`src/rtl/controle_varredura.sv`:
```
// Sweep sequencer for the 4-bit code converter and its 7-segment displays:
// applies codes 0..15, captures S after a settle time, holds each result on the displays.
module controle_varredura #(
  parameter int SETTLE_CYCLES = 2,
  parameter int HOLD_CYCLES   = 4,
  parameter int CNT_W         = 4
) (
  input  logic       clk,
  input  logic       reset,
  input  logic       start,
  input  logic       step_mode,
  input  logic       avanca,
  input  logic       abortar,
  input  logic [3:0] S,
  output logic [3:0] entrada,
  output logic       ready_cod,
  output logic       reset_disp,
  output logic       ready_disp,
  output logic [3:0] saida,
  output logic       cap_valid,
  output logic [7:0] soma,
  output logic       busy,
  output logic       done
);

  typedef enum logic [2:0] {
    ST_IDLE,
    ST_CLR,
    ST_APPLY,
    ST_CAPTURE,
    ST_SHOW,
    ST_WAIT_STEP,
    ST_DONE
  } state_t;

  localparam logic [CNT_W-1:0] SETTLE_LAST = CNT_W'(SETTLE_CYCLES - 1);
  localparam logic [CNT_W-1:0] HOLD_LAST   = CNT_W'(HOLD_CYCLES - 1);
  localparam logic [CNT_W-1:0] CNT_ONE     = CNT_W'(1);

  state_t           state_q, state_d;
  logic [3:0]       idx_q, idx_d;
  logic [CNT_W-1:0] cnt_q, cnt_d;
  logic [3:0]       saida_q, saida_d;
  logic [7:0]       soma_q, soma_d;
  logic             cap_valid_q, cap_valid_d;

  always_ff @(posedge clk or posedge reset) begin
    if (reset) begin
      state_q     <= ST_IDLE;
      idx_q       <= 4'd0;
      cnt_q       <= '0;
      saida_q     <= 4'd0;
      soma_q      <= 8'd0;
      cap_valid_q <= 1'b0;
    end else begin
      state_q     <= state_d;
      idx_q       <= idx_d;
      cnt_q       <= cnt_d;
      saida_q     <= saida_d;
      soma_q      <= soma_d;
      cap_valid_q <= cap_valid_d;
    end
  end

  always_comb begin
    state_d     = state_q;
    idx_d       = idx_q;
    cnt_d       = cnt_q;
    saida_d     = saida_q;
    soma_d      = soma_q;
    cap_valid_d = 1'b0;
    // abort outranks start, avanca and counter expiry; captured data is left untouched
    if (abortar) begin
      state_d = ST_IDLE;
      cnt_d   = '0;
    end else begin
      case (state_q)
        ST_IDLE: begin
          if (start) begin
            state_d = ST_CLR;
            idx_d   = 4'd0;
            soma_d  = 8'd0;
            cnt_d   = '0;
          end
        end
        ST_CLR: begin
          state_d = ST_APPLY;
          cnt_d   = '0;
        end
        ST_APPLY: begin
          if (cnt_q == SETTLE_LAST) begin
            state_d = ST_CAPTURE;
            cnt_d   = '0;
          end else begin
            cnt_d = cnt_q + CNT_ONE;
          end
        end
        ST_CAPTURE: begin
          state_d     = ST_SHOW;
          cnt_d       = '0;
          saida_d     = S;
          soma_d      = soma_q + {4'b0000, S};
          cap_valid_d = 1'b1;
        end
        ST_SHOW: begin
          if (cnt_q == HOLD_LAST) begin
            cnt_d = '0;
            // termination is decided on the current index, before any increment
            if (step_mode) begin
              state_d = ST_WAIT_STEP;
            end else if (idx_q == 4'd15) begin
              state_d = ST_DONE;
            end else begin
              idx_d   = idx_q + 4'd1;
              state_d = ST_APPLY;
            end
          end else begin
            cnt_d = cnt_q + CNT_ONE;
          end
        end
        ST_WAIT_STEP: begin
          if (avanca) begin
            cnt_d = '0;
            if (idx_q == 4'd15) begin
              state_d = ST_DONE;
            end else begin
              idx_d   = idx_q + 4'd1;
              state_d = ST_APPLY;
            end
          end
        end
        ST_DONE: begin
          if (!start) state_d = ST_IDLE;
        end
        default: state_d = ST_IDLE;
      endcase
    end
  end

  always_comb begin
    entrada    = 4'd0;
    ready_cod  = 1'b0;
    reset_disp = 1'b0;
    ready_disp = 1'b0;
    busy       = 1'b1;
    done       = 1'b0;
    case (state_q)
      ST_IDLE: busy = 1'b0;
      ST_CLR:  reset_disp = 1'b1;
      ST_APPLY, ST_CAPTURE: begin
        entrada   = idx_q;
        ready_cod = 1'b1;
      end
      ST_SHOW, ST_WAIT_STEP: begin
        entrada    = idx_q;
        ready_disp = 1'b1;
      end
      ST_DONE: begin
        busy = 1'b0;
        done = 1'b1;
      end
      default: busy = 1'b0;
    endcase
  end

  assign saida     = saida_q;
  assign soma      = soma_q;
  assign cap_valid = cap_valid_q;

endmodule

```
`config.mk`:
```
export PLATFORM = sky130hd
export DESIGN_NAME = controle_varredura
export DESIGN_NICKNAME = d
export VERILOG_FILES = /design/src/rtl/controle_varredura.sv
export SDC_FILE = /design/constraint.sdc
export NUM_CORES = 1
export LEC_CHECK = 0
export BUFFER_PORTS_ARGS = -buffer_cell sky130_fd_sc_hd__buf_2
export CORE_MARGIN = 10
export CORE_UTILIZATION = 45
export DETAILED_ROUTE_END_ITERATION = 10
export PLACE_DENSITY = 0.68
export SYNTH_ARGS = -nofsm -noshare
export SYNTH_HDL_FRONTEND = slang
export SYNTH_SLANG_ARGS = --single-unit
```
`constraint.sdc`:
```
create_clock -name clk -period 4.1 [get_ports clk]
set_clock_uncertainty 0.05 [all_clocks]
set_input_delay 0.205 -clock clk [delete_from_list [all_inputs] [get_ports clk]]
set_output_delay 0.205 -clock clk [all_outputs]
set_load 0.05 [all_outputs]
```
# Word level (Yosys, flattened, before mapping)
# Cells that the tools add are included.
# totals
register_bits	24
inputBits	10
# classes
n_addsub	3
n_eq_ne	18
mux	30
n_bitwise	1
reduce_logical	14
# ops
op	count
4-bit 2-to-1 mux	10
3-bit 2-to-1 mux	8
3-bit case mux with 7 select lines	1
4-bit case mux with 5 select lines	1
8-bit case mux with 2 select lines	1
3-bit inequality test (second input constant)	5
4-bit case mux with 3 select lines	1
3-bit == test (second input constant)	3
4-bit by 1-bit adder with 4-bit output (second input constant)	2
8-bit by 4-bit adder with 8-bit output	1
8-bit 2-to-1 mux	1
2-bit inequality test (second input constant)	4
1-bit 2-to-1 mux	7
3-bit by 2-bit == test with 1-bit output (second input constant)	2
3-bit AND reduction	2
6-bit AND reduction	1
6-bit nonzero test	1
2-bit OR reduction	3
5-bit AND reduction	1
5-bit OR reduction	1
4-bit by 1-bit == test with 1-bit output (second input constant)	1
4-bit by 2-bit == test with 1-bit output (second input constant)	1
4-bit == test (second input constant)	1
4-bit OR reduction	1
6 further kinds	6

# Logic depth before layout (Yosys ltp)
# Gate-level depths: netlist of run 1.
# logic_depth
depth_word	6
depth_mapped	8

# Worst setup path after synthesis of run 1
# Ideal clock, no wire load.
# synth_path
path_kind	flip-flop to flip-flop
from	register state_q[1]
to	register cnt_q[2]
setup_ps	64
arrival_time_ps	2222
required_time_ps	3986
slack_ps	1764
stages_incl_launch_ff	7
n_path_buf	1
synth_period_minus_slack_ps	2336
cell_sequence	dfrtp_1 nor2b_1 nand2b_1 or4b_1 buf_2 nor3b_2 a21o_1
# synth_between
elab_chain_len	4
elab_cells_between_ends	13
classes_between	eq/ne (7); mux (2); reduce/logical (4)
# synth_lines
element	line	source
start, declared	40	state_t state_q, state_d;
start signal, assigned	56	state_q <= state_d;
3-bit by 2-bit == test with 1-bit output or 3-bit by 1-bit == test with 1-bit output (tied branches)	77	case (state_q)
2-bit OR reduction (no source line)	-	
4-bit case mux with 5 select lines or 6-bit nonzero test (tied branches)	-	
4-bit 2-to-1 mux or 3-bit AND reduction (tied branches)	-	
end signal, assigned	58	cnt_q <= cnt_d;
end, declared	42	logic [CNT_W-1:0] cnt_q, cnt_d;
# Parallel ways exist; a longest one is shown, timed or not.
# A chain may end at the register's enable or synchronous reset.

# Worst setup path after layout of run 1
# layout_path
from	register state_q[0]
to	register cnt_q[2]
# Same word-level chain as after synthesis.

==> results.json, run 1 <==
{
  "final_max_slew_viol_count": 0,
  "rsz0062_at_grt": "false",
  "clkLatencyLatePin_ns": 0.33,
  "status": "finished, violations left",
  "grt_pass1_vias": 1143,
  "die_area_sq_um": 5850,
  "min_period_ns": 2.24,
  "cts.sinks": 24,
  "hold_class": "in2async",
  "cp-end-kind": "flip-flop",
  "htree_levels": 1,
  "start_util": 0.470,
  "drt_iter0_markers": 56,
  "drive_above_1_share": 0.236,
  "cts_buffers": 3,
  "ant_nets": 0,
  "finalSetupViolCount": 0,
  "finalWirelength_microns": 3210,
  "io_pins": 32,
  "fp-row-count": 20,
  "nets": 197,
  "clockRootBuffer": "clkbuf_4",
  "diodes": 0,
  "synth_area_sq_um": 1440,
  "hold_ws_ns": -0.00399,
  "dpl-instance-area_sq_um": 1610,
  "wl_per_cell_microns": 14.5,
  "setup_slack_ns": 1.86,
  "syn_nets": 167,
  "slew_headroom": 0.394,
  "gp_congestion": 0.867,
  "clk_pin_slew_ns": 0.15,
  "ys_types": 43,
  "drc": 0,
  "final_cell_mix": "buf_2 (31), dfrtp_1 (24), nor2_1 (12)",
  "ys_warn_count": 0,
  "die_y_microns": 76.5,
  "syn_avg_cell_area_sq_um": 9.63,
  "dp_hpwl_microns": 2460,
  "critPathMaxFanout": 16,
  "cts_setup_buffers": 0,
  "grt_max_degree": 25,
  "start_kind": "flip-flop",
  "cts_resized": 0,
  "vdd_drop_max_mv": 0.230,
  "first_pass_iters": 4,
  "fin_crit_sh": 0.546,
  "worstSetupPathType": "reg2reg",
  "worstPathArrival_ns": 2.45,
  "cts_tree": "yes",
  "violations": "hold timing",
  "cts_max_path_buffers": 2,
  "tightest_slew_ns": 0.909,
  "postCtsHoldBufs": 0,
  "p_per_area_nw_per_um2": 624,
  "synth-seq-cells": 24,
  "drv_cap": 0,
  "synth_seq_area_share": 0.418,
  "dp_slack_ns": 1.91,
  "grtUsageTotal": 0.108,
  "hold_viol": 7,
  "die_w_microns": 76.5,
  "p_leak_nw": 0.857,
  "cp_data_required_time_ns": 4.31,
  "grt_pass1_wl_microns": 5340,
  "fin_area_sq_um": 1660,
  "fmax_mhz": 446,
  "io_buffers": 31,
  "syn_to_final_growth_pct": 16.0,
  "vias": 1205,
  "core-area_sq_um": 3050,
  "postSynthCellCount": 149,
  "grt_overflow": 0,
  "final_common_cell": "buf_2",
  "antenna_found_initial": 0,
  "vias_per_cell": 5.43,
  "fin_setup_tns_ns": 0
}
==> cell type report <==
type | count | area, sq um
fillers | 306 | 1390
clock inverters | 1 | 30.0
multi-input cells | 113 | 778
inverters | 6 | 22.5
repair buffers | 31 | 155
flip-flops and latches | 24 | 601
clock buffers | 3 | 22.5
well taps | 44 | 55.1
==> state kept, by name (all words and copies together) (netlist names) <==
register	count
soma	8
cnt_q	4
idx_q	4
saida	4
state_q	3
cap_valid	1
==> report_power, final <==
part           leakage [nW]  internal, mW  switching (mW)  total, mW
clock network        0.0279        0.0989          0.0752      0.174
logic                 0.503         0.159           0.360      0.520
registers             0.326         0.283          0.0613      0.345
total                 0.857         0.542           0.497       1.04
==> metrics by stage <==
step / power, mW / utilization / std cells / hold WS (ns)
after detailed placement: 0.872 / 0.528 / 218 / 0.398
after floorplan: 0.765 / - / 149 / 0.170
after global placement: 0.859 / 0.528 / 218 / 0.392
after CTS: 1.05 / 0.545 / 222 / 0.0430
after global routing: 1.11 / 0.545 / 222 / 0.0586
final: 1.04 / 0.545 / 222 / -0.00399
==> worst max-delay path, stage by stage (launching register included) <==
cell	delay [ns]
dfrtp_1	0.54
or2_0	0.29
o32a_1	0.36
or4b_1	0.61
nor3b_2	0.23
a21o_1	0.11
==> cells in the mapped netlist, drive strengths merged <==
| cell | instances | area share |
|---|---|---|
| a211o | 3 | 0.018 |
| a211oi | 2 | 0.010 |
| a21o | 5 | 0.026 |
| a21oi | 8 | 0.028 |
| a221oi | 1 | 0.0061 |
| a22o | 4 | 0.024 |
| and2 | 4 | 0.017 |
| and3 | 2 | 0.0087 |
| and3b | 1 | 0.0061 |
| buf | 4 | 0.018 |
| clkbuf | 2 | 0.0052 |
| dfrtp | 24 | 0.42 |
| fa | 1 | 0.014 |
| ha | 7 | 0.061 |
| inv | 6 | 0.016 |
| mux2 | 4 | 0.031 |
| nand2 | 10 | 0.026 |
| nand2b | 3 | 0.013 |
| nand3 | 5 | 0.017 |
| nand4 | 1 | 0.0044 |
| nand4bb | 1 | 0.0078 |
| nor2 | 12 | 0.031 |
| nor2b | 2 | 0.0087 |
| nor3 | 6 | 0.024 |
| nor3b | 4 | 0.024 |
| o211ai | 1 | 0.0052 |
| o21a | 2 | 0.010 |
| o21ai | 8 | 0.028 |
| o21bai | 1 | 0.0052 |
| o22ai | 1 | 0.0044 |
| o31ai | 1 | 0.0052 |
| o32a | 1 | 0.0070 |
| o32ai | 1 | 0.0061 |
| or2 | 2 | 0.0087 |
| or3 | 2 | 0.0087 |
| or3b | 2 | 0.012 |
| or4b | 1 | 0.0070 |
| xnor2 | 3 | 0.018 |
| xor2 | 1 | 0.0061 |
==> cell families (layout without fill, tap and decap cells) <==
group / after synthesis / in the layout / share of synthesized area
buffers and inverters: 12 / 41 / 0.0392
muxes: 4 / 4 / 0.0314
and+or+nand+nor: 58 / 58 / 0.227
adders and majority gates: 8 / 8 / 0.0750
AOI/OAI and AO/OA: 39 / 39 / 0.185
DFF: 24 / 24 / 0.418
xor gates and xnor gates: 4 / 4 / 0.0244
==> final timing paths <==
kind / start / to / slack [ns] / cells after the start
setup / recovery: state_q[0] / cnt_q[2] / 1.86 / 5
hold / removal: reset / saida[2] / -0.004 / 2
setup reg to reg: state_q[0] / cnt_q[2] / 1.86 / 5
hold reg to reg: saida[1] / saida[1] / 0.47 / 1
max in group asynchronous: reset / cnt_q[2] / 3.43 / 2
min in group clk: S[2] / saida[2] / 0.07 / 2
==> metal layers <==
metal	GRT usage	wire length, microns	up-vias
met5	0	0	-
met4	0.0390	37	0
met3	0.0236	180	4
met2	0.187	1580	38
met1	0.128	1420	565
li1	-	-	598
Power figures use the tool's default switching activity.
==> run 2: changes to the inputs <==
--- a/config.mk
+++ b/config.mk
@@ -5,11 +5,12 @@
 export SDC_FILE = /design/constraint.sdc
 export NUM_CORES = 1
 export LEC_CHECK = 0
+export ABC_AREA = 1
 export BUFFER_PORTS_ARGS = -buffer_cell sky130_fd_sc_hd__buf_2
 export CORE_MARGIN = 10
 export CORE_UTILIZATION = 45
 export DETAILED_ROUTE_END_ITERATION = 10
-export PLACE_DENSITY = 0.68
+export PLACE_DENSITY = 0.67
 export SYNTH_ARGS = -nofsm -noshare
 export SYNTH_HDL_FRONTEND = slang
 export SYNTH_SLANG_ARGS = --single-unit
==> constraint.sdc (replaced) <==
create_clock -name clk -period 2.2 [get_ports clk]
set_clock_uncertainty 0.05 [all_clocks]
set_input_delay 0.11 -clock clk [delete_from_list [all_inputs] [get_ports clk]]
set_output_delay 0.11 -clock clk [all_outputs]
set_load 0.05 [all_outputs]
==> run 2 against run 1 <==
  * The run now ends clean
  * Power up 76%
  * Non-clock buffer count up 7
  * Clock power up 36%
  * Critical path type is now reg2out
  * Critical endpoint is now busy
  * Largest cell class unchanged
==> results.json, run 2 <==
{
  "vias_per_cell": 4.81,
  "worstSetupPathType": "reg2out",
  "clockRootBuffer": "clkbuf_4",
  "synthAdderAreaFrac": 0.0670,
  "tightest_slew_ns": 0.377,
  "ys.flop_type": "dfrtp_1",
  "slew_headroom": 0.748,
  "synthSimpleGateAreaFrac": 0.407,
  "fp-row-count": 21,
  "antenna_found_initial": 0,
  "hold_class": "in2reg",
  "start_util": 0.474,
  "ys_warn_count": 0,
  "switching_power_mw": 0.951,
  "diodes": 0,
  "drive_above_1_share": 0.217,
  "fin_crit_sh": 0.865,
  "worstPathArrival_ns": 1.74,
  "fmax_mhz": 526,
  "p_leak_nw": 1.10,
  "synth-seq-cells": 24,
  "yosys-top-cells-count": "nand2_1 (74), inv_1 (26), dfrtp_1 (24)",
  "grt_max_degree": 25,
  "finalWirelength_microns": 3590,
  "io_buffers": 31,
  "dp_hpwl_microns": 2790,
  "synthMuxAreaShare": 0,
  "final_max_slew_viol_count": 0,
  "synth_area_sq_um": 1610,
  "largest_register_ffs": 8,
  "synth-xor-area-share": 0.0109,
  "die_w_microns": 79.7,
  "grt_pass1_wl_microns": 6350,
  "ant_nets": 0,
  "start_kind": "flip-flop",
  "synth_top_cell_by_area": "dfrtp_1",
  "vias": 1505,
  "cp_data_required_time_ns": 2.04,
  "status": "completed",
  "die_area_sq_um": 6360,
  "syn_to_final_growth_pct": 19.4,
  "grt_pass1_vias": 1482,
  "io_pins": 32,
  "ys_types": 25,
  "syn_nets": 244,
  "synth_top_area_share": 0.374,
  "cts_max_path_buffers": 2,
  "synth-edff-count": 0,
  "fin_setup_tns_ns": 0,
  "hold_viol": 0,
  "synthArstFlopShare": 1.00,
  "internal_power_mw": 0.876,
  "pwr-share-clk": 0.129,
  "dpl-instance-area_sq_um": 1820,
  "clk_pin_slew_ns": 0.13,
  "p_per_area_nw_per_um2": 953,
  "first_pass_iters": 4,
  "cts_buffers": 3,
  "cp-end-kind": "primary output",
  "synth_seq_area_share": 0.374,
  "synth_area_leaders": "dfrtp_1 (37%), nand2_1 (17%), nand3_1 (6.5%)",
  "gp_congestion": 0.863,
  "grtUsageTotal": 0.119,
  "cts_tree": "yes",
  "finalSetupViolCount": 0,
  "yosysMostFrequentCell": "nand2_1",
  "postSynthCellCount": 226,
  "clkLatencyLatePin_ns": 0.31,
  "critPathMaxFanout": 6,
  "cts_resized": 0,
  "syn_avg_cell_area_sq_um": 7.10,
  "htree_levels": 1,
  "vdd_drop_max_mv": 0.727,
  "min_period_ns": 1.90,
  "cts_setup_buffers": 0,
  "final_cell_mix": "nand2_1 (74), buf_2 (31), inv_1 (26)",
  "core-area_sq_um": 3390,
  "grt_overflow": 0,
  "rsz0062_at_grt": "false",
  "synth_compound_area_frac": 0.0701,
  "synth_top_family_by_area": "simple AND/OR/NAND/NOR gates",
  "drt_iter0_markers": 48,
  "p_comb_frac": 0.526,
  "wl_per_cell_microns": 11.5,
  "switching_share": 0.520,
  "nets": 286,
  "final_common_cell": "nand2_1",
  "fin_area_sq_um": 1920,
  "drv_cap": 0,
  "die_y_microns": 79.7,
  "power_frac_seq": 0.345,
  "fill_cells": 332,
  "cts.sinks": 24,
  "drc": 0
}
run 2: cell count changes after synthesis, moves of 5 or more:
cell and change:
o21ai_1 +7, inv_1 +20, nor2_1 +7, a21o_1 -5, a21oi_1 -6, nand3_1 +16, nand2_1 +64, nor2_2 +5
nand4_1 +5, nand2_2 +9
run 2: power groups by stage:
stage	Sequential, mW	Clock [mW]	Combinational (mW)
4_1_cts	0.631	0.246	0.971
2_1_floorplan	0.863	0	0.520
3_5_place_dp	0.640	0	0.959
5_1_grt	0.647	0.253	1.06
6_report	0.631	0.236	0.960
3_3_place_gp	0.639	0	0.954
run 2: repair_timing:
item	in CTS	in global routing
hold buffers	6	0
endpoints found under the hold margin	29	0
setup endpoints to repair	0	0
run 2: layout make-up:
cell class                 instances  area (sq um)  area share
multi-input combinational        172           891       0.465
sequential                        24           601       0.313
timing repair buffer              38           223       0.116
inverter                          29           109      0.0568
tap                               46          57.6      0.0300
clock buffer                       4          36.3      0.0189
run 2: worst paths after layout:
check / from / end / slack [ns] / depth (start not counted)
worst max-delay path: state_q[1] / busy / 0.30 / 6
worst min-delay path: avanca / state_q[0] / 0.03 / 4
worst max register to register: soma[0] / soma[4] / 0.46 / 10
worst min register to register: saida[2] / saida[2] / 0.43 / 2
max in group asynchronous: reset / soma[7] / 1.55 / 4
min in group asynchronous: reset / saida[2] / 0.31 / 4
run 2: cells by family after synthesis:
logic type,after synthesis
AO/OA/AOI/OAI,20
XOR/XNOR,2
adder cells (fa/ha/maj),8
buffers and inverters,30
flip-flops,24
AND/OR/NAND/NOR,142
run 2: per-stage QoR:
step                      power [mW]  cells  setup slack, ns  hold slack [ns]  utilization
after floorplan                 1.38    226            0.194           0.0746            -
after global placement          1.59    303            0.513            0.125        0.537
after detailed placement        1.60    303            0.482            0.126        0.537
after CTS                       1.85    313            0.280           0.0220        0.566
after global routing            1.96    313           0.0893           0.0475        0.566
final                           1.83    313            0.298           0.0301        0.566
run 2: metal layers:
| layer | wire length, microns | share of wire | up-vias | track usage |
|---|---|---|---|---|
| li1 | - | - | 805 | - |
| met3 | 253 | 0.071 | 4 | 0.0383 |
| met5 | 0 | 0 | - | 0 |
| met1 | 1750 | 0.49 | 668 | 0.147 |
| met4 | 33 | 0.0092 | 0 | 0.0376 |
| met2 | 1550 | 0.43 | 28 | 0.189 |
run 2: critical path, stage by stage (launching register included):
cell,delay (ns)
dfrtp_1,0.52
inv_2,0.08
nand2_2,0.13
inv_1,0.12
nor2_1,0.28
nand2_1,0.08
buf_2,0.22
==> run 3: changes to the inputs <==
==> config.mk (replaced) <==
export PLATFORM = sky130hd
export DESIGN_NAME = controle_varredura
export DESIGN_NICKNAME = d
export VERILOG_FILES = /design/src/rtl/controle_varredura.sv
export SDC_FILE = /design/constraint.sdc
export NUM_CORES = 1
export LEC_CHECK = 0
export ABC_AREA = 0
export CORE_MARGIN = 10
export CORE_UTILIZATION = 45
export DETAILED_ROUTE_END_ITERATION = 10
export DONT_BUFFER_PORTS = 1
export SYNTH_ARGS = -nofsm -noshare
export SYNTH_HDL_FRONTEND = slang
export SYNTH_SLANG_ARGS = --single-unit
==> run 3 against run 2 <==
  * Largest power group unchanged
  * Largest cell class unchanged
  * Cell count decreased by 31%
  * Fmax decreased by 8.1%
  * Setup slack got worse by 0.17 ns
  * Critical path depth unchanged
==> results.json, run 3 (same netlist as run 1, synthesis figures left out) <==
{
  "start_kind": "flip-flop",
  "die_w_microns": 76.5,
  "final_max_slew_viol_count": 0,
  "dpl-instance-area_sq_um": 1590,
  "cp-end-kind": "flip-flop",
  "fin_setup_tns_ns": 0,
  "finalWirelength_microns": 3210,
  "start_util": 0.470,
  "tightest_slew_ns": 0.912,
  "final_cell_mix": "dfrtp_1 (23), buf_4 (17), nor2_1 (12)",
  "grtUsageTotal": 0.109,
  "setup_slack_ns": 0.131,
  "min_period_ns": 2.07,
  "status": "completed",
  "cts.sinks": 24,
  "hold_class": "in2reg",
  "slew_headroom": 0.391,
  "finalSetupViolCount": 0,
  "fin_area_sq_um": 1730,
  "drt_iter0_markers": 88,
  "largest_register_ffs": 8,
  "die_area_sq_um": 5850,
  "p_comb_frac": 0.437,
  "cts_buffers": 3,
  "cts_max_path_buffers": 2,
  "multi_input_area_sq_um": 790,
  "switching_share": 0.471,
  "vdd_drop_max_mv": 0.518,
  "ant_nets": 0,
  "p_per_area_nw_per_um2": 1130,
  "hold_viol": 0,
  "grt_pass1_wl_microns": 5470,
  "drv_cap": 0,
  "dp_slack_ns": 0.0737,
  "fin_cells": 216,
  "clkLatencyLatePin_ns": 0.32,
  "fill_cells": 280,
  "dp_hpwl_microns": 2400,
  "die_y_microns": 76.5,
  "cts_setup_buffers": 0,
  "vias": 1164,
  "pwr-share-clk": 0.165,
  "vias_per_cell": 5.39,
  "io_buffers": 0,
  "cp_data_required_time_ns": 2.41,
  "rsz0062_at_grt": "false",
  "ff_latch_area_sq_um": 602,
  "clk_pin_slew_ns": 0.13,
  "final_common_cell": "dfrtp_1",
  "place_inst": 204,
  "power_frac_seq": 0.398,
  "hold_ws_ns": 0.0152,
  "gp_congestion": 0.863,
  "drc": 0,
  "internal_power_mw": 1.03,
  "first_pass_iters": 4,
  "core-area_sq_um": 3050,
  "grt_overflow": 0,
  "p_leak_nw": 0.831,
  "worstSetupPathType": "reg2reg",
  "switching_power_mw": 0.921,
  "fmax_mhz": 483,
  "io_pins": 32,
  "drive_above_1_share": 0.186,
  "critPathMaxFanout": 6,
  "grt_pass1_vias": 1138,
  "wl_per_cell_microns": 14.9,
  "nets": 191,
  "htree_levels": 1,
  "fin_crit_sh": 0.940,
  "diodes": 0,
  "antenna_found_initial": 0,
  "syn_to_final_growth_pct": 20.5,
  "worstPathArrival_ns": 2.28,
  "fp-row-count": 20,
  "grt_max_degree": 25,
  "cts_tree": "yes",
  "clockRootBuffer": "clkbuf_4"
}
[run 3: changes by cell type in the layout (fill, tap and decap cells not counted), moves of 4 or more]
cell     change
nand2_2      -9
buf_4       +16
inv_1       -20
nand3_1     -16
mux2_2       +4
nand4_1      -5
nor2_1       -7
a21o_1       +5
buf_2       -31
and2_1       +4
a21oi_1      +6
nor2_2       -5
o21ai_1      -7
nand2_1     -64
[run 3: final cells by class]
| cell class | instances | area share |
|---|---|---|
| Tap cell | 44 | 0.0318 |
| Timing Repair Buffer | 25 | 0.120 |
| Inverter | 6 | 0.0130 |
| Clock buffer | 3 | 0.0130 |
| Sequential cell | 24 | 0.348 |
| Clock inverter | 1 | 0.0174 |
| Multi-Input combinational cell | 113 | 0.457 |
[run 3: power by group through the flow]
stage	clock [mW]	sequential [mW]	combinational, mW
finish	0.322	0.778	0.854
global route	0.352	0.797	0.934
CTS	0.333	0.775	0.856
detailed placement	0	0.785	0.840
global placement	0	0.780	0.838
floorplan	0	0.809	0.620
[run 3: path summary, 6_finish.rpt]
kind                            startpoint         end  slack, ns  cells after the start
max in group asynchronous            reset  state_q[1]       1.11                      2
worst max-delay path              cnt_q[0]    cnt_q[2]       0.13                      6
worst min register to register    cnt_q[1]    cnt_q[1]       0.51                      2
worst min-delay path             step_mode  state_q[1]       0.02                      3
worst max register to register    cnt_q[0]    cnt_q[2]       0.13                      6
min in group asynchronous            reset     soma[1]       0.36                      2
[run 3: timing repair]
action | in CTS | in global routing
resized for setup | 0 | 2
hold buffers | 7 | 1
endpoints found under the hold margin | 35 | 2
endpoints found under the setup margin | 0 | 2
[run 3: critical path, cell delays in order (launching register included)]
cell and delay, ns:
dfrtp_1 0.44, ha_1 0.21, nor3b_1 0.14, o32a_1 0.32, or4b_4 0.54, nor3b_2 0.20
a21o_1 0.11
[run 3: through the flow]
stage          power [mW]  utilization
2_1_floorplan        1.43            -
3_3_place_gp         1.62        0.521
3_5_place_dp         1.62        0.521
4_1_cts              1.96        0.561
5_1_grt              2.08        0.566
6_report             1.95        0.566
[run 3: per-layer routing]
| metal | share of wire | GRT usage |
|---|---|---|
| met4 | 0.013 | 0.0335 |
| met1 | 0.46 | 0.143 |
| met5 | 0 | 0 |
| met3 | 0.064 | 0.0318 |
| met2 | 0.46 | 0.168 |
